File: config.mk
export PLATFORM = sky130hd
export DESIGN_NAME = pong_game_ctrl
export DESIGN_NICKNAME = d
export VERILOG_FILES = /design/src/rtl/pong_pkg.sv /design/src/rtl/pong_paddle.sv /design/src/rtl/pong_game_ctrl.sv
export SDC_FILE = /design/constraint.sdc
export NUM_CORES = 1
export LEC_CHECK = 0
export BUFFER_PORTS_ARGS = -buffer_cell sky130_fd_sc_hd__clkbuf_2
export CAP_MARGIN = 10
export CORE_MARGIN = 1
export CORE_UTILIZATION = 35
export DETAILED_ROUTE_END_ITERATION = 8
export REMOVE_ABC_BUFFERS = 1
export SLEW_MARGIN = 5
export SYNTH_ARGS = -nofsm -noshare
export SYNTH_HDL_FRONTEND = slang
export SYNTH_SLANG_ARGS = --single-unit
File: constraint.sdc
create_clock -name clk -period 3.84 [get_ports clk]
set_input_delay 0.576 -clock clk [delete_from_list [all_inputs] [get_ports clk]]
set_output_delay 0.576 -clock clk [all_outputs]
set_load 0.02 [all_outputs]
File: src/rtl/pong_pkg.sv
// rtl/pong_pkg.sv - shared state/direction encodings and playfield geometry for the pong controller
package pong_pkg;

  localparam int H_VISIBLE     = 400;
  localparam int V_VISIBLE     = 600;
  localparam int PADDLE_H      = 100;
  localparam int L_PADDLE_XMAX = 20;
  localparam int R_PADDLE_XMIN = 380;
  localparam int BALL_SIZE     = 8;
  localparam int BALL_STEP     = 2;
  localparam int PADDLE_STEP   = 4;

  // 10-bit forms of the geometry, so position arithmetic stays at coordinate width
  localparam logic [9:0] PADDLE_H_V    = 10'(PADDLE_H);
  localparam logic [9:0] BALL_SIZE_V   = 10'(BALL_SIZE);
  localparam logic [9:0] BALL_STEP_V   = 10'(BALL_STEP);
  localparam logic [9:0] PADDLE_STEP_V = 10'(PADDLE_STEP);
  localparam logic [9:0] PADDLE_Y_MAX  = 10'(V_VISIBLE - PADDLE_H);
  localparam logic [9:0] PADDLE_Y_CTR  = 10'((V_VISIBLE - PADDLE_H) / 2);
  localparam logic [9:0] BALL_X_CTR    = 10'((H_VISIBLE - BALL_SIZE) / 2);
  localparam logic [9:0] BALL_Y_CTR    = 10'((V_VISIBLE - BALL_SIZE) / 2);
  localparam logic [9:0] BALL_Y_MAX    = 10'(V_VISIBLE - BALL_SIZE);
  localparam logic [9:0] BALL_X_LHIT   = 10'(L_PADDLE_XMAX);
  localparam logic [9:0] BALL_X_RHIT   = 10'(R_PADDLE_XMIN - BALL_SIZE);
  localparam logic [9:0] R_PADDLE_X_V  = 10'(R_PADDLE_XMIN);
  localparam logic [9:0] H_VISIBLE_V   = 10'(H_VISIBLE);

  typedef enum logic [2:0] {
    ST_IDLE  = 3'd0,
    ST_SERVE = 3'd1,
    ST_PLAY  = 3'd2,
    ST_POINT = 3'd3,
    ST_OVER  = 3'd4
  } state_t;

  typedef enum logic {
    DIR_POS = 1'b0,
    DIR_NEG = 1'b1
  } dir_t;

  function automatic logic overlap(input logic [9:0] by, input logic [9:0] py);
    return ((by + BALL_SIZE_V) > py) && (by < (py + PADDLE_H_V));
  endfunction

endpackage

File: src/rtl/pong_paddle.sv
// rtl/pong_paddle.sv - one paddle's top line, stepping per frame and clamped to the playfield
module pong_paddle
  import pong_pkg::*;
(
  input  logic       clk,
  input  logic       rst,
  input  logic       i_tick,
  input  logic       i_freeze,
  input  logic       i_up,
  input  logic       i_dn,
  output logic [9:0] o_y
);

  logic [9:0] r_y;

  // Both or neither key held means no movement
  always_ff @(posedge clk or negedge rst) begin
    if (!rst) begin
      r_y <= PADDLE_Y_CTR;
    end else if (i_tick && !i_freeze && (i_up ^ i_dn)) begin
      if (i_up) begin
        r_y <= (r_y < PADDLE_STEP_V) ? 10'd0 : (r_y - PADDLE_STEP_V);
      end else begin
        r_y <= (r_y > (PADDLE_Y_MAX - PADDLE_STEP_V)) ? PADDLE_Y_MAX : (r_y + PADDLE_STEP_V);
      end
    end
  end

  assign o_y = r_y;

endmodule

File: src/rtl/pong_game_ctrl.sv
// rtl/pong_game_ctrl.sv - pong match sequencer: serve timing, ball flight, paddle hits and scoring
module pong_game_ctrl
  import pong_pkg::*;
#(
  parameter int SERVE_FRAMES = 60,
  parameter int WIN_SCORE    = 9
) (
  input  logic       clk,
  input  logic       rst,
  input  logic       frame_tick,
  input  logic       start,
  input  logic       l_up,
  input  logic       l_dn,
  input  logic       r_up,
  input  logic       r_dn,
  output logic [9:0] p1_y,
  output logic [9:0] p2_y,
  output logic [9:0] ball_x,
  output logic [9:0] ball_y,
  output logic [3:0] score_l,
  output logic [3:0] score_r,
  output logic [2:0] state,
  output logic       winner
);

  localparam int              CW         = (SERVE_FRAMES > 1) ? $clog2(SERVE_FRAMES) : 1;
  localparam logic [CW-1:0]   SERVE_LAST = CW'(SERVE_FRAMES - 1);
  localparam logic [3:0]      WIN_S      = 4'(WIN_SCORE);

  state_t        r_state;
  logic [9:0]    r_bx, r_by;
  dir_t          r_dx, r_dy;
  logic [3:0]    r_sl, r_sr;
  logic          r_winner, r_scorer;
  logic [CW-1:0] r_cnt;

  logic       w_move;
  logic [9:0] w_p1_y, w_p2_y, w_nx, w_ny;
  dir_t       w_dx, w_dy;
  logic       w_pt_l, w_pt_r;
  logic [3:0] w_new_score;

  assign w_move      = (r_state == ST_SERVE) || (r_state == ST_PLAY);
  assign w_new_score = (r_scorer ? r_sr : r_sl) + 4'd1;

  pong_paddle u_p1 (
    .clk(clk), .rst(rst), .i_tick(frame_tick), .i_freeze(!w_move),
    .i_up(l_up), .i_dn(l_dn), .o_y(w_p1_y)
  );

  pong_paddle u_p2 (
    .clk(clk), .rst(rst), .i_tick(frame_tick), .i_freeze(!w_move),
    .i_up(r_up), .i_dn(r_dn), .o_y(w_p2_y)
  );

  // Next ball position; hit tests see the paddles before this frame's move
  always_comb begin
    w_ny   = r_by;
    w_dy   = r_dy;
    w_nx   = r_bx;
    w_dx   = r_dx;
    w_pt_l = 1'b0;
    w_pt_r = 1'b0;

    if (r_dy == DIR_NEG) begin
      if (r_by <= BALL_STEP_V) begin
        w_ny = 10'd0;
        w_dy = DIR_POS;
      end else begin
        w_ny = r_by - BALL_STEP_V;
      end
    end else if ((r_by + BALL_STEP_V) >= BALL_Y_MAX) begin
      w_ny = BALL_Y_MAX;
      w_dy = DIR_NEG;
    end else begin
      w_ny = r_by + BALL_STEP_V;
    end

    if (r_dx == DIR_NEG) begin
      if ((r_bx <= (BALL_X_LHIT + BALL_STEP_V)) && overlap(r_by, w_p1_y)) begin
        w_nx = BALL_X_LHIT;
        w_dx = DIR_POS;
      end else if (r_bx < BALL_STEP_V) begin
        w_pt_r = 1'b1;
      end else begin
        w_nx = r_bx - BALL_STEP_V;
      end
    end else begin
      if (((r_bx + BALL_STEP_V + BALL_SIZE_V) >= R_PADDLE_X_V) && overlap(r_by, w_p2_y)) begin
        w_nx = BALL_X_RHIT;
        w_dx = DIR_NEG;
      end else if ((r_bx + BALL_STEP_V + BALL_SIZE_V) >= H_VISIBLE_V) begin
        w_pt_l = 1'b1;
      end else begin
        w_nx = r_bx + BALL_STEP_V;
      end
    end
  end

  always_ff @(posedge clk or negedge rst) begin
    if (!rst) begin
      r_state  <= ST_IDLE;
      r_bx     <= BALL_X_CTR;
      r_by     <= BALL_Y_CTR;
      r_dx     <= DIR_POS;
      r_dy     <= DIR_POS;
      r_sl     <= 4'd0;
      r_sr     <= 4'd0;
      r_winner <= 1'b0;
      r_scorer <= 1'b0;
      r_cnt    <= '0;
    end else begin
      case (r_state)
        ST_IDLE: begin
          if (start) begin
            r_state <= ST_SERVE;
            r_cnt   <= '0;
          end
        end
        ST_SERVE: begin
          if (frame_tick) begin
            r_cnt <= r_cnt + 1'b1;
            if (r_cnt == SERVE_LAST) r_state <= ST_PLAY;
          end
        end
        ST_PLAY: begin
          if (frame_tick) begin
            if (w_pt_l || w_pt_r) begin
              r_scorer <= w_pt_r;
              r_state  <= ST_POINT;
            end else begin
              r_bx <= w_nx;
              r_by <= w_ny;
              r_dx <= w_dx;
              r_dy <= w_dy;
            end
          end
        end
        ST_POINT: begin
          if (r_scorer) r_sr <= w_new_score;
          else          r_sl <= w_new_score;
          if (w_new_score == WIN_S) begin
            r_state  <= ST_OVER;
            r_winner <= r_scorer;
          end else begin
            // Serve toward whoever just conceded
            r_state <= ST_SERVE;
            r_bx    <= BALL_X_CTR;
            r_by    <= BALL_Y_CTR;
            r_cnt   <= '0;
            r_dx    <= r_scorer ? DIR_NEG : DIR_POS;
            r_dy    <= DIR_POS;
          end
        end
        ST_OVER: begin
          if (start) begin
            r_state <= ST_SERVE;
            r_sl    <= 4'd0;
            r_sr    <= 4'd0;
            r_bx    <= BALL_X_CTR;
            r_by    <= BALL_Y_CTR;
            r_dx    <= DIR_POS;
            r_dy    <= DIR_POS;
            r_cnt   <= '0;
          end
        end
        default: r_state <= ST_IDLE;
      endcase
    end
  end

  assign p1_y    = w_p1_y;
  assign p2_y    = w_p2_y;
  assign ball_x  = r_bx;
  assign ball_y  = r_by;
  assign score_l = r_sl;
  assign score_r = r_sr;
  assign state   = r_state;
  assign winner  = r_winner;

endmodule

==> metrics.md, run 1 <==
| Metric | Value |
|---|---|
| Hold Vio Cnt, Final | 0 |
| Port Buf Inserts | 55 |
| Cell variety after synth | 78 |
| Vias in the first global route | 4831 |
| Yosys reg bits | 57 |
| Root Buffer | clkbuf_16 |
| IO Count | 60 |
| CP max stage delay | 0.56 ns |
| Asr flop ratio synth | 100% |
| Grt total ovfl | 0 |
| # nets final | 836 |
| Cts hold-fix bufs | 0 |
| Max cap viols | 0 |
| Post-Syn Instances | 725 |
| Clock sinks | 57 |
| GR Util All Layers | 19.5% |
| Max FO, Critical Path | 27 |
| Worst Hold Class | primary input to async pin |
| Number of synthesized flops with an enable pin | 0 |
| Core outline area | 16000 um2 |
| Largest net degree at the start of global routing | 41 |
| Synth Flop Type | dfrtp_1 |
| Routed vias/inst | 5.64 |
| 1st-iter DRT viols | 444 |
| Top cells by area, synth | dfrtp_1 (17%), ha_1 (12%), dfstp_2 (8.2%), a21oi_1 (5.0%), xnor2_1 (4.9%) |
| Largest delay share family, worst path | compound AO/OA/AOI/OAI gates |
| Max Fclk | 290 MHz |
| Tmin final | 3.45 ns |
| Sequential cell area fraction in the yosys report | 25.1% |
| Util after Layout | 41.0% |
| Slowest-stage cell, CP | dfstp_2 |
| WS Path Type | register to register |
| Worst Tran Pin Value | 1.00 ns |
| Area after DPL | 6250 um2 |
| DR vias | 5608 |
| DRC errors left | 0 |
| Part of the cycle the worst path needs | 89.9% |
| Crit path DAT | 3.72 ns |
| Starting Density | 36.0% |
| Required @ worst endpoint | 4.11 ns |
| RSZ-0062 raised after global routing | no |
| Critical-path cell list | ha_1 -> nand2_1 -> a21oi_1 -> a21oi_1 -> ha_1 -> or4_1 -> o2111ai_1 -> a21oi_1 -> o31ai_1 -> o41ai_1 -> a21oi_4 -> buf_12 -> a21boi_0 -> a2bb2oi_1 |
| First-pass GRT wire length | 25.7 mm |
| Yosys top cell by area | dfrtp_1 |
| TritonCTS clock tree | built |
| CP dominant cell by count | a21oi_1 |
| PwrDens | 514 nW/um2 |
| H-tree Lvls | 3 |
| Synth Warn # | 0 |
| CTS buffer count | 9 |
| Worst setup EP type | register |
| Die Footprint | 17000 um2 |
| # diodes | 0 |
| Initial antenna violation count | 0 |
| Peak VDD IR | 0.286 mV |
| Clock skew | 0.00865 ns |
| Routed WL per cell | 16.3 um |
| Longest Clk Path Bufs | 2 |
| Post-DP HPWL | 11.8 mm |
| Share of layout cells above drive strength 1 | 16.5% |
| Startpoint types | register |
| Status | finished, final reports clean |
| # rows | 46 |
| Clk_lat worst skew | 0.35 ns |
| Post-Route WL | 16.2 mm |
| Remaining antenna violation count after routing | 0 |
| Clk slew on worst S/H paths | 0.06 ns |
| Post-synth top area share | 16.9% |
| Die width | 130 um |
| Fin area | 6560 um2 |
| Endpoints failing setup | 0 |
| Mean Syn Cell Area | 7.95 um2 |
| Max Slew Vio Count | 0 |
| DR pass1 iterations | 5 |
| GP Congestion | 0.920 |
| Netlist Area Pre-Place | 5760 um2 |
| Buf/Inv on CP | 1 |
| P_leak | 2.85 nW |
| Syn-to-layout area delta | 13.8% |
| Die height | 130 um |
| Relative slew slack | 32.8% |
-- path summary, 6_finish.rpt --
kind	startpoint	cells past startpoint	endpoint	slack [ns]
worst min register to register	winner$_DFFE_PN0P_	2	winner$_DFFE_PN0P_	0.48
worst max-delay path	u_p1.o_y[3]$_DFFE_PN1P_	14	ball_y[4]$_DFFE_PN0P_	0.39
worst max register to register	u_p1.o_y[3]$_DFFE_PN1P_	14	ball_y[4]$_DFFE_PN0P_	0.39
worst min-delay path	rst	1	score_r[3]$_DFFE_PN0P_	0.03
max in group asynchronous	rst	2	u_p1.o_y[2]$_DFFE_PN0P_	3.02
min in group clk	start	2	state[2]$_DFFE_PN0P_	0.48
-- Yosys cell counts (all sizes together), types with 4 or more instances --
master	instances
a2bb2oi	4
a21boi	7
o31ai	10
inv	45
and4	5
o21ai	53
a21o	4
or3	9
o22ai	7
o211ai	7
dfstp	18
buf	18
nor3	18
nor2b	8
a31oi	11
nand3	30
nand2	67
mux2i	8
ha	55
and2	9
xnor2	32
nor4	5
nand4	16
dfrtp	39
or4	4
a211oi	8
nor2	47
nand2b	4
clkbuf	25
a22o	7
o21bai	5
xor2	8
o21a	8
a21oi	59
and3	6
nor3b	6
-- cell usage in the layout (no fill, tap or decap), types with 5 or more instances in the layout --
cell / instances
a211oi_1: 8
nor2b_1: 8
nor2_1: 47
a21oi_1: 58
xnor2_1: 32
o22ai_1: 7
clkbuf_2: 55
buf_4: 21
ha_1: 55
clkbuf_16: 9
inv_1: 45
nand2_1: 67
a31oi_1: 11
o21ai_0: 49
a22o_1: 7
nor3b_1: 6
o21a_1: 8
mux2i_1: 8
nor4_1: 5
a21boi_0: 5
and2_1: 7
and3_1: 5
dfstp_2: 18
o21bai_1: 5
o31ai_1: 10
dfrtp_1: 38
nand4_1: 16
o211ai_1: 6
nand3_1: 29
or3_1: 9
nor3_1: 18
xor2_1: 8
-- kinds of logic (layout without fill, tap and decap cells) --
kind of cell | after synthesis | in the layout | share of synthesized area, %
adder cells (fa/ha/maj) | 55 | 55 | 11.9
flip-flops | 57 | 57 | 25.1
AND/OR/NAND/NOR | 244 | 244 | 21.7
XOR/XNOR | 40 | 40 | 6.08
multiplexers | 10 | 10 | 1.78
other | 1 | 4 | 0.0651
buffers and inverters | 88 | 138 | 6.75
AO/OA/AOI/OAI | 230 | 230 | 26.6
-- layout make-up --
class | count | area, um2
flip-flops and latches | 57 | 1450
clock inverters | 6 | 42.5
repair buffers | 77 | 453
fillers | 1648 | 9440
well taps | 216 | 270
inverters | 45 | 169
clock buffers | 10 | 239
multi-input cells | 583 | 3940
-- report_power, final --
part | internal (mW) | total (mW) | leakage, nW | switching [mW]
logic | 0.656 | 1.63 | 2.03 | 0.972
registers | 0.754 | 0.972 | 0.686 | 0.218
clock network | 0.454 | 0.770 | 0.135 | 0.315
total | 1.86 | 3.37 | 2.85 | 1.51
-- repair_timing --
action                     CTS  global route
hold endpoints to repair     0             0
gates resized for setup      0             1
setup buffers                0             4
setup endpoints to repair    0             2
-- flip-flops by register name (all words and copies together), names as in the netlist --
signal    count
r_dy          1
score_l       4
r_scorer      1
winner        1
ball_x        9
state         3
u_p2.o_y      9
ball_y        9
r_cnt         6
score_r       4
u_p1.o_y      9
r_dx          1
-- through the flow --
stage	std cells	setup TNS (ns)	setup slack [ns]	power, mW	hold WS, ns
final	994	0	0.390	3.37	0.0273
after global routing	994	0	0.0119	3.63	0.0294
after CTS	990	0	0.381	3.37	0.0243
after detailed placement	974	0	0.393	2.58	0.393
after global placement	974	0	0.449	2.59	0.392
after floorplan	685	-2.12	-0.229	2.12	0.280
-- per-layer routing --
| layer | wire [um] | track usage [%] | share of wire [%] | vias to the layer above |
|---|---|---|---|---|
| met5 | 0 | 0 | 0 | - |
| met4 | 280 | 6.22 | 1.7 | 0 |
| met3 | 838 | 3.24 | 5.2 | 24 |
| met2 | 7390 | 30.0 | 45 | 200 |
| met1 | 7750 | 27.5 | 48 | 2623 |
| li1 | - | - | - | 2761 |
Power figures use the tool's default switching activity.
==> run 2: changes to the inputs <==
Settings changed: ABC_AREA from default to 1, RECOVER_POWER from default to 100.
==> metrics.md, run 2 <==
| Metric | Value |
|---|---|
| Sw frac | 50.6% (+5.9 points) |
| Port Buf Inserts | 55 (unchanged) |
| DP Worst Slack | 0.252 ns (-0.141 ns) |
| Die width | 128 um (-1.4%) |
| TritonCTS clock tree | built |
| First-pass GRT wire length | 24.7 mm (-4.0%) |
| Largest delay share family, worst path | simple AND/OR/NAND/NOR gates |
| Yosys reg bits | 57 (unchanged) |
| GR Util All Layers | 19.0% (-0.43 points) |
| Hold endpoint | winner$_DFFE_PN0P_ |
| Endpoints failing setup | 0 (unchanged) |
| Die height | 128 um (-1.4%) |
| Share of layout cells above drive strength 1 | 8.70% (-7.8 points) |
| Switch Pwr | 2.49 mW (+65%) |
| CTS buffer count | 9 (unchanged) |
| Max Fclk | 285 MHz (-1.8%) |
| Slowest-stage cell, CP | dfstp_2 |
| # rows | 45 (-2.2%) |
| RSZ-0062 raised after global routing | no |
| Seq pwr share | 24.0% (-4.8 points) |
| Crit path DAT | 3.74 ns (+0.02 ns) |
| DR pass1 iterations | 5 (unchanged) |
| Root Buffer | clkbuf_16 |
| CP max stage delay | 0.64 ns (+0.08 ns) |
| Clk_lat worst skew | 0.34 ns (about the same) |
| Worst Tran Pin Value | 1.64 ns (+0.633 ns) |
| Mean Syn Cell Area | 6.84 um2 (-14%) |
| Required @ worst endpoint | 4.07 ns (-0.04 ns) |
| Die Footprint | 16500 um2 (-2.8%) |
| Hold path cells | 2 |
| Core outline area | 15400 um2 (-3.6%) |
| Critical-path cell list | inv_1 -> nor4_1 -> nand2_1 -> xnor2_1 -> ha_1 -> nand2_1 -> nor4_1 -> nand2_1 -> nand3_1 -> nand2_1 -> nor2_2 -> nand2_4 -> nand3_4 -> nand3b_4 -> buf_4 -> nand2_1 -> o21ai_2 |
| Util after Layout | 41.3% (+0.26 points) |
| Part of the cycle the worst path needs | 91.5% (+1.6 points) |
| Setup TNS | 0 ns (unchanged) |
| Routed vias/inst | 4.93 (-13%) |
| WS Path Type | register to register |
| Synth Warn # | 0 (unchanged) |
| Worst setup EP type | register |
| Clk slew on worst S/H paths | 0.05 ns (about the same) |
| Sequential cell area fraction in the yosys report | 25.9% (+0.73 points) |
| R2r startpoint | ball_y[8]$_DFFE_PN1P_ |
| Peak VDD IR | 0.338 mV (+18%) |
| # nets final | 943 (+13%) |
| Startpoint types | register |
| Tmin final | 3.51 ns (+0.0633 ns) |
| 1st-iter DRT viols | 384 (-14%) |
| Status | finished, violations left |
| Min Hold Slack | 0.488 ns (+0.461 ns) |
| Combinational Power Share | 56.9% (+8.6 points) |
| Worst Hold Class | register to register |
| Longest Clk Path Bufs | 2 (unchanged) |
| Cell variety after synth | 45 (-42%) |
| PwrDens | 773 nW/um2 (+50%) |
| Top cells by count, synth | nand2_1 (219), inv_1 (102), nor2_1 (66) |
| Failing checks | capacitance limit, slew limit |
| Starting Density | 36.3% (+0.28 points) |
| IO Count | 60 (unchanged) |
| Commonest cells after routing, fill and taps aside | nand2_1 (222), inv_1 (105), nor2_1 (65), nand3_1 (58), ha_1 (55) |
| Number of synthesized flops with an enable pin | 0 (unchanged) |
| Max Slew Vio Count | 60 (+60) |
| Setup Buffers After CTS | 0 (unchanged) |
| DRC errors left | 0 (unchanged) |
| Most frequent cell after synthesis | nand2_1 |
| Clock skew | 0.00402 ns (-0.00463 ns) |
| Routed WL per cell | 13.5 um (-17%) |
| Layout fillers | 1684 (+2.2%) |
| Post-Syn Instances | 819 (+13%) |
| Post-DP HPWL | 11.4 mm (-3.1%) |
| Yosys top cell by area | dfrtp_1 |
| Most common cell after layout, fill and taps aside | nand2_1 |
| GP Congestion | 0.929 (+1.1%) |
| Max FO, Critical Path | 18 (-33%) |
| Hold Crit Start | winner$_DFFE_PN0P_ |
| Relative slew slack | -9.10% (-42 points) |
| DR vias | 5402 (-3.7%) |
| Non-Filler Instances | 1096 (+10%) |
| Asr flop ratio synth | 100% (unchanged) |
| Buf/Inv on CP | 2 (+1) |
| Largest net degree at the start of global routing | 30 (-27%) |
| Syn-to-layout area delta | 13.7% |
| Placed cell count | 1080 (+11%) |
| FF-to-FF path depth | 17 (+3) |
| Post-synth top area share | 17.4% (+0.49 points) |
| Hold Vio Cnt, Final | 0 (unchanged) |
| Reg-to-reg endpoint | ball_y[9]$_DFFE_PN0P_ |
| Int Pwr | 2.43 mW (+30%) |
| # diodes | 0 (unchanged) |
| H-tree Lvls | 3 (unchanged) |
| Initial antenna violation count | 0 (unchanged) |
| Remaining antenna violation count after routing | 0 (unchanged) |
| Netlist Area Pre-Place | 5600 um2 (-2.8%) |
| Clock Power Share | 19.2% (-3.6 points) |
| Clock sinks | 57 (unchanged) |
| Max cap viols | 2 (+2) |
| R2R setup slack | 0.33 ns (-0.06 ns) |
| Synth Flop Type | dfrtp_1 |
| CP dominant cell by count | nand2_1 |
| P_leak | 3.13 nW (+9.9%) |
| Final worst slack | 0.326 ns (-0.0633 ns) |
| Vias in the first global route | 4972 (+2.9%) |
| Top cells by area, synth | dfrtp_1 (17%), nand2_1 (15%), ha_1 (12%), dfstp_2 (8.4%), inv_1 (6.8%) |
| Post-Route WL | 14.8 mm (-8.9%) |
| Grt total ovfl | 0 (unchanged) |
-- run 2: changes by cell type in the layout (fill, tap and decap cells not counted), sizes merged, moves of 9 or more --
cell / change
a21oi: -15
nand2: +160
and2: -9
nand3: +33
inv: +61
or3: -9
xor2: +30
a31oi: -9
buf: -16
o21ai: +11
xnor2: -28
nor2: +21
-- run 2: cell families after synthesis --
kind of cell | count (synthesis) | synth area share, %
and+or+nand+nor | 399 | 31.3
AOI/OAI and AO/OA | 134 | 14.1
other | 1 | 0.0670
muxes | 1 | 0.179
adders and majority gates | 55 | 12.3
DFF | 57 | 25.9
xor gates and xnor gates | 42 | 6.57
buffers and inverters | 130 | 9.65
-- run 2: layer usage --
metal  track usage [%]  part of all wire [%]
met5                 0                     0
met4              6.71                   2.1
met3              4.12                   5.6
met2              28.2                    42
met1              27.1                    51
-- run 2: area by class of cell --
type | instances | area, um2 | area share, %
multi-input combinational | 635 | 3610 | 56.7
sequential | 57 | 1450 | 22.8
inverter | 113 | 424 | 6.66
timing repair buffer | 64 | 278 | 4.36
tap | 211 | 264 | 4.15
clock buffer | 10 | 229 | 3.60
clock inverter | 6 | 115 | 1.81
-- run 2: what timing repair did --
item	CTS	global route
endpoints found under the setup margin	0	4
endpoints found under the hold margin	0	0
resized for setup	0	1
hold buffers	0	0
-- run 2: worst max path at each step --
stage	from	endpoint	slack (ns)	cells after the start
after floorplan	ball_y[5]$_DFFE_PN1P_	ball_y[7]$_DFFE_PN0P_	0.53	17
after global placement	ball_y[8]$_DFFE_PN1P_	ball_y[1]$_DFFE_PN0P_	0.35	17
after detailed placement	ball_y[8]$_DFFE_PN1P_	ball_y[1]$_DFFE_PN0P_	0.25	17
after CTS	ball_y[8]$_DFFE_PN1P_	ball_y[9]$_DFFE_PN0P_	0.24	17
after global routing	ball_y[8]$_DFFE_PN1P_	ball_y[9]$_DFFE_PN0P_	0.05	17
final	ball_y[8]$_DFFE_PN1P_	ball_y[9]$_DFFE_PN0P_	0.33	17
-- run 2: through the flow --
step           cell area [um2]  total power, mW
6_report                  6360             4.92
3_3_place_gp              6110             4.04
5_1_grt                   6360             5.40
3_5_place_dp              6110             4.05
4_1_cts                   6460             5.02
2_1_floorplan             5500             3.20
-- run 2: power by group through the flow --
stage / Sequential, mW / Clock (mW) / Combinational, mW
5_1_grt: 1.22 / 0.987 / 3.19
4_1_cts: 1.18 / 0.965 / 2.87
3_3_place_gp: 1.19 / 0 / 2.85
2_1_floorplan: 1.35 / 0 / 1.85
3_5_place_dp: 1.19 / 0 / 2.85
6_report: 1.18 / 0.942 / 2.80
-- run 2: worst register-to-register path: cells and delay by family (launching register included) --
family	cells	cell delay, ns
AO/OA/AOI/OAI	1	0.05
XOR/XNOR	1	0.17
adder cells (fa/ha/maj)	1	0.31
buffers and inverters	2	0.38
flip-flops	1	0.64
AND/OR/NAND/NOR	12	1.85
